**src/rtl/sata_rx_dword_aligner_if.sv**
```systemverilog
// Bus between the transceiver RX path, the dword aligner and the link layer.
// The master drives the raw decoded words; the slave (aligner) returns aligned dwords and lock status.
interface sata_rx_dword_aligner_if;
  logic [31:0] rx_data;
  logic [3:0]  rx_datak;
  logic [3:0]  rx_errdetect;
  logic [3:0]  rx_disperr;
  logic [31:0] o_data;
  logic [3:0]  o_datak;
  logic        o_err;
  logic        o_align;
  logic        o_valid;
  logic        locked;
  logic [1:0]  offset;
  logic        wa_patternalign;

  modport master (
    output rx_data, rx_datak, rx_errdetect, rx_disperr,
    input  o_data, o_datak, o_err, o_align, o_valid, locked, offset, wa_patternalign
  );

  modport slave (
    input  rx_data, rx_datak, rx_errdetect, rx_disperr,
    output o_data, o_datak, o_err, o_align, o_valid, locked, offset, wa_patternalign
  );
endinterface

```
**src/rtl/sata_rx_dword_aligner.sv**
```systemverilog
// SATA RX dword aligner: finds ALIGN (K28.5 D10.2 D10.2 D27.3), rotates the byte
// stream so K28.5 sits in lane 0, and qualifies output with a HUNT/CHECK/LOCKED FSM.
module sata_rx_dword_aligner #(
  parameter int LOCK_ALIGNS = 2,
  parameter int ERR_LIMIT   = 4,
  parameter int DROP_ALIGN  = 1
) (
  input  logic             clk,
  input  logic             reset_n,
  sata_rx_dword_aligner_if.slave bus
);
  localparam logic [31:0] ALIGN_PRIM = 32'h7B4A4ABC;
  localparam logic [3:0]  LA = 4'(LOCK_ALIGNS);
  localparam logic [7:0]  EL = 8'(ERR_LIMIT);

  typedef enum logic [1:0] {HUNT, CHECK, LOCKED} state_t;

  typedef struct packed {
    logic [31:0] d;
    logic [3:0]  k;
    logic [3:0]  e;
  } rxw_t;

  rxw_t   a_q, b_q;
  state_t state_q, state_d;
  logic [1:0] offset_q, offset_d;
  logic [3:0] align_cnt_q, align_cnt_d, align_inc;
  logic [7:0] err_cnt_q, err_cnt_d, err_inc;

  logic [31:0] data_q;
  logic [3:0]  datak_q;
  logic        err_q, align_q, valid_q, locked_q, wa_q;
  logic [1:0]  offs_q;

  // Only 7 window bytes are ever reachable: offset 3 ends at byte 6.
  logic [55:0] win_d;
  logic [6:0]  win_k, win_e;
  logic [3:0][31:0] cand_d;
  logic [3:0][3:0]  cand_k;
  logic [3:0]       cand_err, match;
  logic [3:0]       other;
  logic             sel_match, sel_err;

  assign win_d = {a_q.d[23:0], b_q.d};
  assign win_k = {a_q.k[2:0], b_q.k};
  assign win_e = {a_q.e[2:0], b_q.e};

  for (genvar g = 0; g < 4; g++) begin : g_cand
    assign cand_d[g]   = win_d[8*g +: 32];
    assign cand_k[g]   = win_k[g +: 4];
    assign cand_err[g] = |win_e[g +: 4];
    assign match[g]    = (cand_d[g] == ALIGN_PRIM) && (cand_k[g] == 4'b0001) && !cand_err[g];
  end

  assign sel_match = match[offset_q];
  assign sel_err   = cand_err[offset_q];
  assign other     = match & ~(4'b0001 << offset_q);

  function automatic logic [1:0] lowest(input logic [3:0] m);
    logic [1:0] r;
    r = 2'd0;
    for (int i = 3; i >= 0; i--) if (m[i]) r = 2'(i);
    return r;
  endfunction

  always_ff @(posedge clk or negedge reset_n) begin
    if (!reset_n) begin
      a_q <= '0;
      b_q <= '0;
    end else begin
      a_q <= '{d: bus.rx_data, k: bus.rx_datak, e: bus.rx_errdetect | bus.rx_disperr};
      b_q <= a_q;
    end
  end

  always_comb begin
    state_d     = state_q;
    offset_d    = offset_q;
    align_cnt_d = align_cnt_q;
    err_cnt_d   = err_cnt_q;
    align_inc   = (align_cnt_q == 4'hF) ? align_cnt_q : align_cnt_q + 4'd1;
    err_inc     = (err_cnt_q == 8'hFF) ? err_cnt_q : err_cnt_q + 8'd1;
    case (state_q)
      HUNT: begin
        err_cnt_d = 8'd0;
        if (|match) begin
          offset_d    = lowest(match);
          align_cnt_d = 4'd1;
          state_d     = (LA == 4'd1) ? LOCKED : CHECK;
        end
      end
      CHECK: begin
        err_cnt_d = 8'd0;
        if (sel_err) begin
          state_d     = HUNT;
          align_cnt_d = 4'd0;
        end else if (sel_match) begin
          align_cnt_d = align_inc;
          if (align_inc >= LA) state_d = LOCKED;
        end else if (|other) begin
          offset_d    = lowest(other);
          align_cnt_d = 4'd1;
        end
      end
      LOCKED: begin
        err_cnt_d = sel_err ? err_inc : 8'd0;
        // Error run or a competing ALIGN both throw the link back to HUNT.
        if ((sel_err && (err_inc >= EL)) || (!sel_match && (|other))) begin
          state_d     = HUNT;
          err_cnt_d   = 8'd0;
          align_cnt_d = 4'd0;
        end
      end
      default: state_d = HUNT;
    endcase
  end

  always_ff @(posedge clk or negedge reset_n) begin
    if (!reset_n) begin
      state_q     <= HUNT;
      offset_q    <= 2'd0;
      align_cnt_q <= 4'd0;
      err_cnt_q   <= 8'd0;
    end else begin
      state_q     <= state_d;
      offset_q    <= offset_d;
      align_cnt_q <= align_cnt_d;
      err_cnt_q   <= err_cnt_d;
    end
  end

  // Status is captured with the dword so the link layer sees a coherent view.
  always_ff @(posedge clk or negedge reset_n) begin
    if (!reset_n) begin
      data_q   <= '0;
      datak_q  <= '0;
      err_q    <= 1'b0;
      align_q  <= 1'b0;
      valid_q  <= 1'b0;
      locked_q <= 1'b0;
      offs_q   <= 2'd0;
      wa_q     <= 1'b0;
    end else begin
      data_q   <= cand_d[offset_q];
      datak_q  <= cand_k[offset_q];
      err_q    <= sel_err;
      align_q  <= sel_match;
      valid_q  <= (state_q == LOCKED) && !((DROP_ALIGN != 0) && sel_match);
      locked_q <= (state_q == LOCKED);
      offs_q   <= offset_q;
      wa_q     <= (state_q == HUNT);
    end
  end

  assign bus.o_data          = data_q;
  assign bus.o_datak         = datak_q;
  assign bus.o_err           = err_q;
  assign bus.o_align         = align_q;
  assign bus.o_valid         = valid_q;
  assign bus.locked          = locked_q;
  assign bus.offset          = offs_q;
  assign bus.wa_patternalign = wa_q;
endmodule

```
**src/flat_wrapper.sv**
```systemverilog
// flat-port wrapper written by rule: the top's interface ports become plain ports
module sata_rx_dword_aligner_flat 
#(
  parameter int LOCK_ALIGNS = 2,
  parameter int ERR_LIMIT   = 4,
  parameter int DROP_ALIGN  = 1
)
  (clk, reset_n, bus_rx_data, bus_rx_datak, bus_rx_errdetect, bus_rx_disperr, bus_o_data, bus_o_datak, bus_o_err, bus_o_align, bus_o_valid, bus_locked, bus_offset, bus_wa_patternalign);
  sata_rx_dword_aligner_if bus_i ();
  input  logic clk;
  input  logic reset_n;
  input wire logic [$bits(bus_i.rx_data)-1:0] bus_rx_data;
  input wire logic [$bits(bus_i.rx_datak)-1:0] bus_rx_datak;
  input wire logic [$bits(bus_i.rx_errdetect)-1:0] bus_rx_errdetect;
  input wire logic [$bits(bus_i.rx_disperr)-1:0] bus_rx_disperr;
  output wire logic [$bits(bus_i.o_data)-1:0] bus_o_data;
  output wire logic [$bits(bus_i.o_datak)-1:0] bus_o_datak;
  output wire logic [$bits(bus_i.o_err)-1:0] bus_o_err;
  output wire logic [$bits(bus_i.o_align)-1:0] bus_o_align;
  output wire logic [$bits(bus_i.o_valid)-1:0] bus_o_valid;
  output wire logic [$bits(bus_i.locked)-1:0] bus_locked;
  output wire logic [$bits(bus_i.offset)-1:0] bus_offset;
  output wire logic [$bits(bus_i.wa_patternalign)-1:0] bus_wa_patternalign;
  assign bus_i.rx_data = bus_rx_data;
  assign bus_i.rx_datak = bus_rx_datak;
  assign bus_i.rx_errdetect = bus_rx_errdetect;
  assign bus_i.rx_disperr = bus_rx_disperr;
  assign bus_o_data = bus_i.o_data;
  assign bus_o_datak = bus_i.o_datak;
  assign bus_o_err = bus_i.o_err;
  assign bus_o_align = bus_i.o_align;
  assign bus_o_valid = bus_i.o_valid;
  assign bus_locked = bus_i.locked;
  assign bus_offset = bus_i.offset;
  assign bus_wa_patternalign = bus_i.wa_patternalign;
  sata_rx_dword_aligner #(.LOCK_ALIGNS(LOCK_ALIGNS), .ERR_LIMIT(ERR_LIMIT), .DROP_ALIGN(DROP_ALIGN)) u_core (.clk(clk), .reset_n(reset_n), .bus(bus_i));
endmodule
```
**config.mk**
```make
export PLATFORM = sky130hd
export DESIGN_NAME = sata_rx_dword_aligner_flat
export DESIGN_NICKNAME = d
export VERILOG_FILES = /design/src/rtl/sata_rx_dword_aligner_if.sv /design/src/rtl/sata_rx_dword_aligner.sv /design/src/flat_wrapper.sv
export SDC_FILE = /design/constraint.sdc
export NUM_CORES = 1
export LEC_CHECK = 0
export CORE_UTILIZATION = 53
export CTS_CLUSTER_SIZE = 14
export DETAILED_ROUTE_END_ITERATION = 8
export HOLD_SLACK_MARGIN = 0.05
export PLACE_DENSITY = 0.88
export RECOVER_POWER = 50
export SLEW_MARGIN = 20
export SYNTH_ARGS = -nofsm -noshare
export SYNTH_HDL_FRONTEND = slang
export SYNTH_SLANG_ARGS = --single-unit
```
**constraint.sdc**
```tcl
create_clock -name clk -period 4.2 [get_ports clk]
set_input_delay 0.84 -clock clk [delete_from_list [all_inputs] [get_ports clk]]
set_output_delay 0.84 -clock clk [all_outputs]
set_load 0.05 [all_outputs]
```
### Yosys cells after proc, flatten, opt, wreduce, memory -nomap -nowiden

Index checks and enable logic that the tools add are counted.

* register bits: 139
* input port bits: 46
* output and inout port bits: 43
* word-level logic and storage cells: 116

* add/subtract/negate cells: 2
* $lt $le $gt $ge: 3
* eq/ne operators: 20
* shifts and indexed selects: 1
* mux-type cells: 38
* bitwise operators: 3
* reduce and logical (&&, ||, !) cells: 31

Operators with widths (count)
* 32-bit by 31-bit == test with 1-bit output, second input constant: 4
* 32-bit binary-select mux with 2-bit select: 1
* 2-bit two-way mux: 17
* 32-bit two-way mux: 1
* 4-bit two-way mux: 7
* 8-bit two-way mux: 3
* 4-bit OR reduction: 6
* 4-bit by 1-bit == test with 1-bit output, second input constant: 4
* 8-bit case mux with 2 select lines: 1
* 4-bit case mux with 3 select lines: 1
* 1-bit logical AND: 11
* 8-bit by 1-bit adder with 8-bit output, second input constant: 1
* 4-bit binary-select mux with 2-bit select: 1
* 8-bit == test, second input constant: 1
* 8-bit by 3-bit >= comparator with 1-bit output, second input constant: 1
* 4-bit AND reduction: 2
* 2-bit by 1-bit inequality test with 1-bit output, second input constant: 3
* 3-bit by 1-bit inequality test with 1-bit output, second input constant: 2
* 2-bit case mux with 3 select lines: 1
* 1-bit zero test: 5
* 5-bit AND reduction: 1
* 4-bit by 1-bit adder with 4-bit output, second input constant: 1
* 4-bit AND: 1
* 1-bit binary-select mux with 2-bit select: 2
* other kinds (17): 20

### Longest topological paths before layout

* depth after elaboration: 12
* mapped depth: 10
* gate-level depth less buffers: 9

### Worst setup path after synthesis

Ideal clock, no wire load.

* kind: register to register
* from: register u_core.b_q[28] (netlist name)
* to: register u_core.state_q[0]
* library setup time: 127 ps
* arrival: 2886 ps
* required time: 4073 ps
* path slack: 1187 ps
* stages on the path, launching flop included: 10
* buffers on the path: 1
* clock period less this slack: 3013 ps
* cell sequence: dfrtp_1 > or4_4 > or4_1 > clkbuf_2 > or4_1 > o211a_2 > a22oi_4 > o21ai_0 > nor2_1 > mux2_1

* cells in the longest elaborated chain, start to end: 10
* elaborated cells on any way between the ends: 21
* classes of those cells: eq/ne: 6; mux: 2; bitwise: 1; reduce/logical: 12

RTL lines
* start, declared: line sata_rx_dword_aligner.sv:24 `rxw_t a_q, b_q;`
* start signal, assigned: line sata_rx_dword_aligner.sv:72 `b_q <= a_q;`
* 32-bit by 31-bit == test with 1-bit output: line sata_rx_dword_aligner.sv:52 `assign match[g] = (cand_d[g] == ALIGN_PRIM) && (cand_k[g] == 4'b0001) && !cand_err[g];`
* 1-bit logical AND (2 in a row): line sata_rx_dword_aligner.sv:52
* 1-bit binary-select mux with 2-bit select: line sata_rx_dword_aligner.sv:55 `assign sel_match = match[offset_q];`
* 1-bit two-way mux (not written as such): line sata_rx_dword_aligner.sv:55
* 1-bit zero test: line sata_rx_dword_aligner.sv:108 `if ((sel_err && (err_inc >= EL)) || (!sel_match && (|other))) begin`
* 1-bit logical AND: line sata_rx_dword_aligner.sv:108
* 1-bit logical OR: line sata_rx_dword_aligner.sv:108
* 2-bit by 1-bit inequality test with 1-bit output (no line)
* 4-bit AND reduction (no line) (*)
* end signal, assigned: line sata_rx_dword_aligner.sv:125 `state_q <= state_d;`
* end, declared: line sata_rx_dword_aligner.sv:25 `state_t state_q, state_d;`

Mark *: on every way between the ends. The rest lies on a longest branch, timed or not. The select of a mux whose other input is x is not followed.
A chain may end at the register's enable or synchronous reset.

### Worst setup path after layout

* from: register u_core.b_q[28] (netlist name)
* to: register u_core.state_q[0]

* cells in the longest elaborated chain, start to end: 10
* elaborated cells on any way between the ends: 21
* classes of those cells: eq/ne: 6; mux: 2; bitwise: 1; reduce/logical: 12

RTL lines
* 32-bit by 31-bit == test with 1-bit output: line sata_rx_dword_aligner.sv:52
* 1-bit logical AND (2 in a row): line sata_rx_dword_aligner.sv:52
* 1-bit binary-select mux with 2-bit select (*): line sata_rx_dword_aligner.sv:55
* 1-bit two-way mux (not written as such) (*): line sata_rx_dword_aligner.sv:55
* named net u_core.sel_match: line sata_rx_dword_aligner.sv:42 `logic sel_match, sel_err;`
* 1-bit zero test: line sata_rx_dword_aligner.sv:108
* 1-bit logical AND: line sata_rx_dword_aligner.sv:108
* 1-bit logical OR: line sata_rx_dword_aligner.sv:108
* 2-bit by 1-bit inequality test with 1-bit output (no line)
* 4-bit AND reduction (no line) (*)

Mark *: on every way through the listed nets, which the timed path passes. The rest lies on a longest branch. The select of a mux whose other input is x is not followed.

==> out/qor.txt <==
Post-synthesis mux area share: 16.5%
Vias: 3603
F_max: 295 MHz
Initial antenna violation count: 1
Deepest clock path buffer count: 2
Max-slew headroom: -42.1%
Ys async rst share: 100%
Finished Core Util: 71.3%
All-layer global routing usage: 24.5%
Simple-gate portion of the synthesized area: 12.5%
RSZ-0062 raised after global routing: false
Routed wire length: 12300 µm
Slew Limit Fails: 92
CTS tree: yes
Worst slack, placed: 901 ps
Ports: 89
Chip width: 104 µm
CTS H-tree lvls: 4
Worst VDD drop: 0.000365 V
Routability congestion estimate: 0.908
Post-route DRC: 0
Drt pass-1 iters: 5
Worst Path Required: 4600 ps
Remaining global-route overflow: 0
Layout overhead on the synthesized area: 27.9%
Main synth FF type: dfrtp_1
Sequential Power Share: 47.5%
TNS Setup: 0 ps
Post-CTS Setup Bufs: 0
Failing checks: max-capacitance violations, max-slew violations
Die ar.: 10900 µm²
Core ar.: 9950 µm²
Internal cell power: 2290 µW
TritonCTS Buffers: 17
WL/cell: 20.6 µm
PortBufs: 88
Yosys cell types: 67
Top cells by area, synth: dfrtp_1 (63%), mux4_2 (14%), mux4_1 (1.4%)
Post-detail-place hpwl: 8310 µm
Seq/Total Area, Yosys: 62.7%
First-pass GRT wire length: 20100 µm
Yosys warns: 0
Rows: 36
Net Sw Frac: 25.0%
CTS resizes: 0
Final setup viols: 0
Clk sink count: 139
Sw power: 761 µW
Final Hold Fails: 0
Final setup margin: 806 ps
Post-synth EDFFs: 0
Worst slew pin tran: 2130 ps
NumNets Final: 501
Syn_area_per_cell: 15.9 µm²
Worst hold-check path type: reg -> reg
Final Skew: 8.18 ps
Fillers: 600
Status: finished, violations left
Antenna Nets Post-Route: 0
Pin count of the biggest net entering global routing: 92
FF+latch count, synth: 139
Vias per cell: 6.05
Combinational power share: 6.7%
Clock Latency Late Sink: 520 ps
Die Ht: 104 µm
Adder and majority gate portion of the synthesized area: 1.35%
Max FO, Critical Path: 6
Complex-gate fraction of the synthesized area: 4.71%
Vias in the first global route: 3811
Clock slew at reported path FFs: 60 ps
Synth Instances: 350
Post-synthesis cell area: 5550 µm²
Post-synth top area cell: dfrtp_1
Layout cells sized above 1: 20.1%
First-iteration detailed-routing DRC count: 298
Commonest non-fill, non-tap cell in the layout: dfrtp_1
Initial core utilization: 55.7%
Worst EP arrival: 3790 ps
Period minus WS final: 3390 ps
Post-synthesis xor/xnor area fraction: 0%
Pleak: 0.00286 µW
Commonest non-fill, non-tap cells in the layout: dfrtp_1 (138), clkdlybuf4s50_1 (51), dlygate4sd3_1 (36)
Clock Tree Root: clkbuf_8
Syn nets: 402
Main combinational cell family by area after synthesis: multiplexers
Hold_buf cts: 0
Top cell type's share of synthesized area: 62.7%
Clock share of power: 45.8%
Post-route clock period utilization: 80.8%
Crit path capture type: register
Max Cap Violations: 1
Pwr per Cell Area: 430 nW/µm²
Setup crit start kind: register
Setup CP Type: reg -> reg
## final cells by class
type                       instances  area, µm²  share of cell area, %
sequential                       139       3480                   49.0
multi-input combinational        189       1950                   27.4
timing repair buffer              92        906                   12.8
clock buffer                      19        422                   5.94
tap                              133        166                   2.34
clock inverter                    13        138                   1.94
inverter                          10       37.5                  0.529
antenna                            1       2.50                 0.0353
## flip-flops by register name, indices dropped and copies added (netlist names)
name	cells
u_core.a_q	40
u_core.b_q	40
u_core.bus.o_data	32
u_core.err_cnt_q	8
u_core.align_cnt_q	4
u_core.bus.o_datak	4
u_core.bus.offset	2
u_core.offset_q	2
u_core.state_q	2
u_core.bus.locked	1
u_core.bus.o_align	1
u_core.bus.o_err	1
u_core.bus.o_valid	1
u_core.bus.wa_patternalign	1
## metal layers
metal  vias up  global-route usage (%)  part of all wire, %  routed length, µm
li1       1551                       -                    -                  -
met1      1830                    31.3                   39               4800
met2       188                    39.6                   51               6280
met3        34                    6.70                  7.0                859
met4         0                    10.1                  2.8                339
met5         -                       0                    0                  0
## through the flow
| stage | total power (µW) | instance area, µm² | hold slack [ps] | instances |
|---|---|---|---|---|
| 2_1_floorplan | 1550 | 5550 | 331 | 350 |
| 3_3_place_gp | 1680 | 6540 | 333 | 563 |
| 3_5_place_dp | 1680 | 6540 | 336 | 563 |
| 4_1_cts | 3080 | 7100 | 352 | 595 |
| 5_1_grt | 3150 | 7100 | 356 | 596 |
| 6_report | 3050 | 7100 | 348 | 596 |
## cell usage after synthesis, drive strengths merged, types with 3 or more instances
library cell and n:
dfrtp 139, mux4 37, nor2 13, clkbuf 10, inv 10, nor3 10, o21ai 9, and2 8
nand4b 8, nor4 8, a21oi 7, nand2 7, ha 6, or4 6, nand3 5, or2 5
and4 4, mux2 4, nand4 4, a31oi 3, nand3b 3, nor3b 3
## power groups by stage
stage                     Sequential [µW]  Combinational (µW)  Clock (µW)
after floorplan                      1510                37.1           0
after global placement               1470                 210           0
after detailed placement             1470                 213           0
after CTS                            1450                 215        1420
after global routing                 1450                 217        1480
final                                1450                 205        1400
## kinds of logic (layout without fill, tap and decap cells)
group | after synthesis | in the layout
AO/OA/AOI/OAI | 36 | 36
other | 0 | 1
flip-flops | 139 | 139
buffers and inverters | 22 | 134
adder cells (fa/ha/maj) | 6 | 6
multiplexers | 43 | 43
AND/OR/NAND/NOR | 104 | 104
## final timing paths
path                                 from                  to  slack, ps  depth (start not counted)
max                        u_core.b_q[28]   u_core.state_q[0]        810                          8
min                         u_core.a_q[7]       u_core.b_q[7]        350                          0
max reg2reg                u_core.b_q[28]   u_core.state_q[0]        810                          8
min reg2reg                 u_core.a_q[7]       u_core.b_q[7]        350                          0
max in group asynchronous         reset_n  u_core.offset_q[0]       1850                          1
min in group asynchronous         reset_n      u_core.a_q[36]        940                          1
## worst max-delay path: stages, from the launching register on
cell      delay (ps)
dfrtp_1          410
or4_4            530
or4_1            610
nor3_1           600
a221oi_1         340
inv_1            220
a21oi_1           90
nor2_1           120
mux2_1           340
Note: power is estimated with default switching activity, not from simulation.
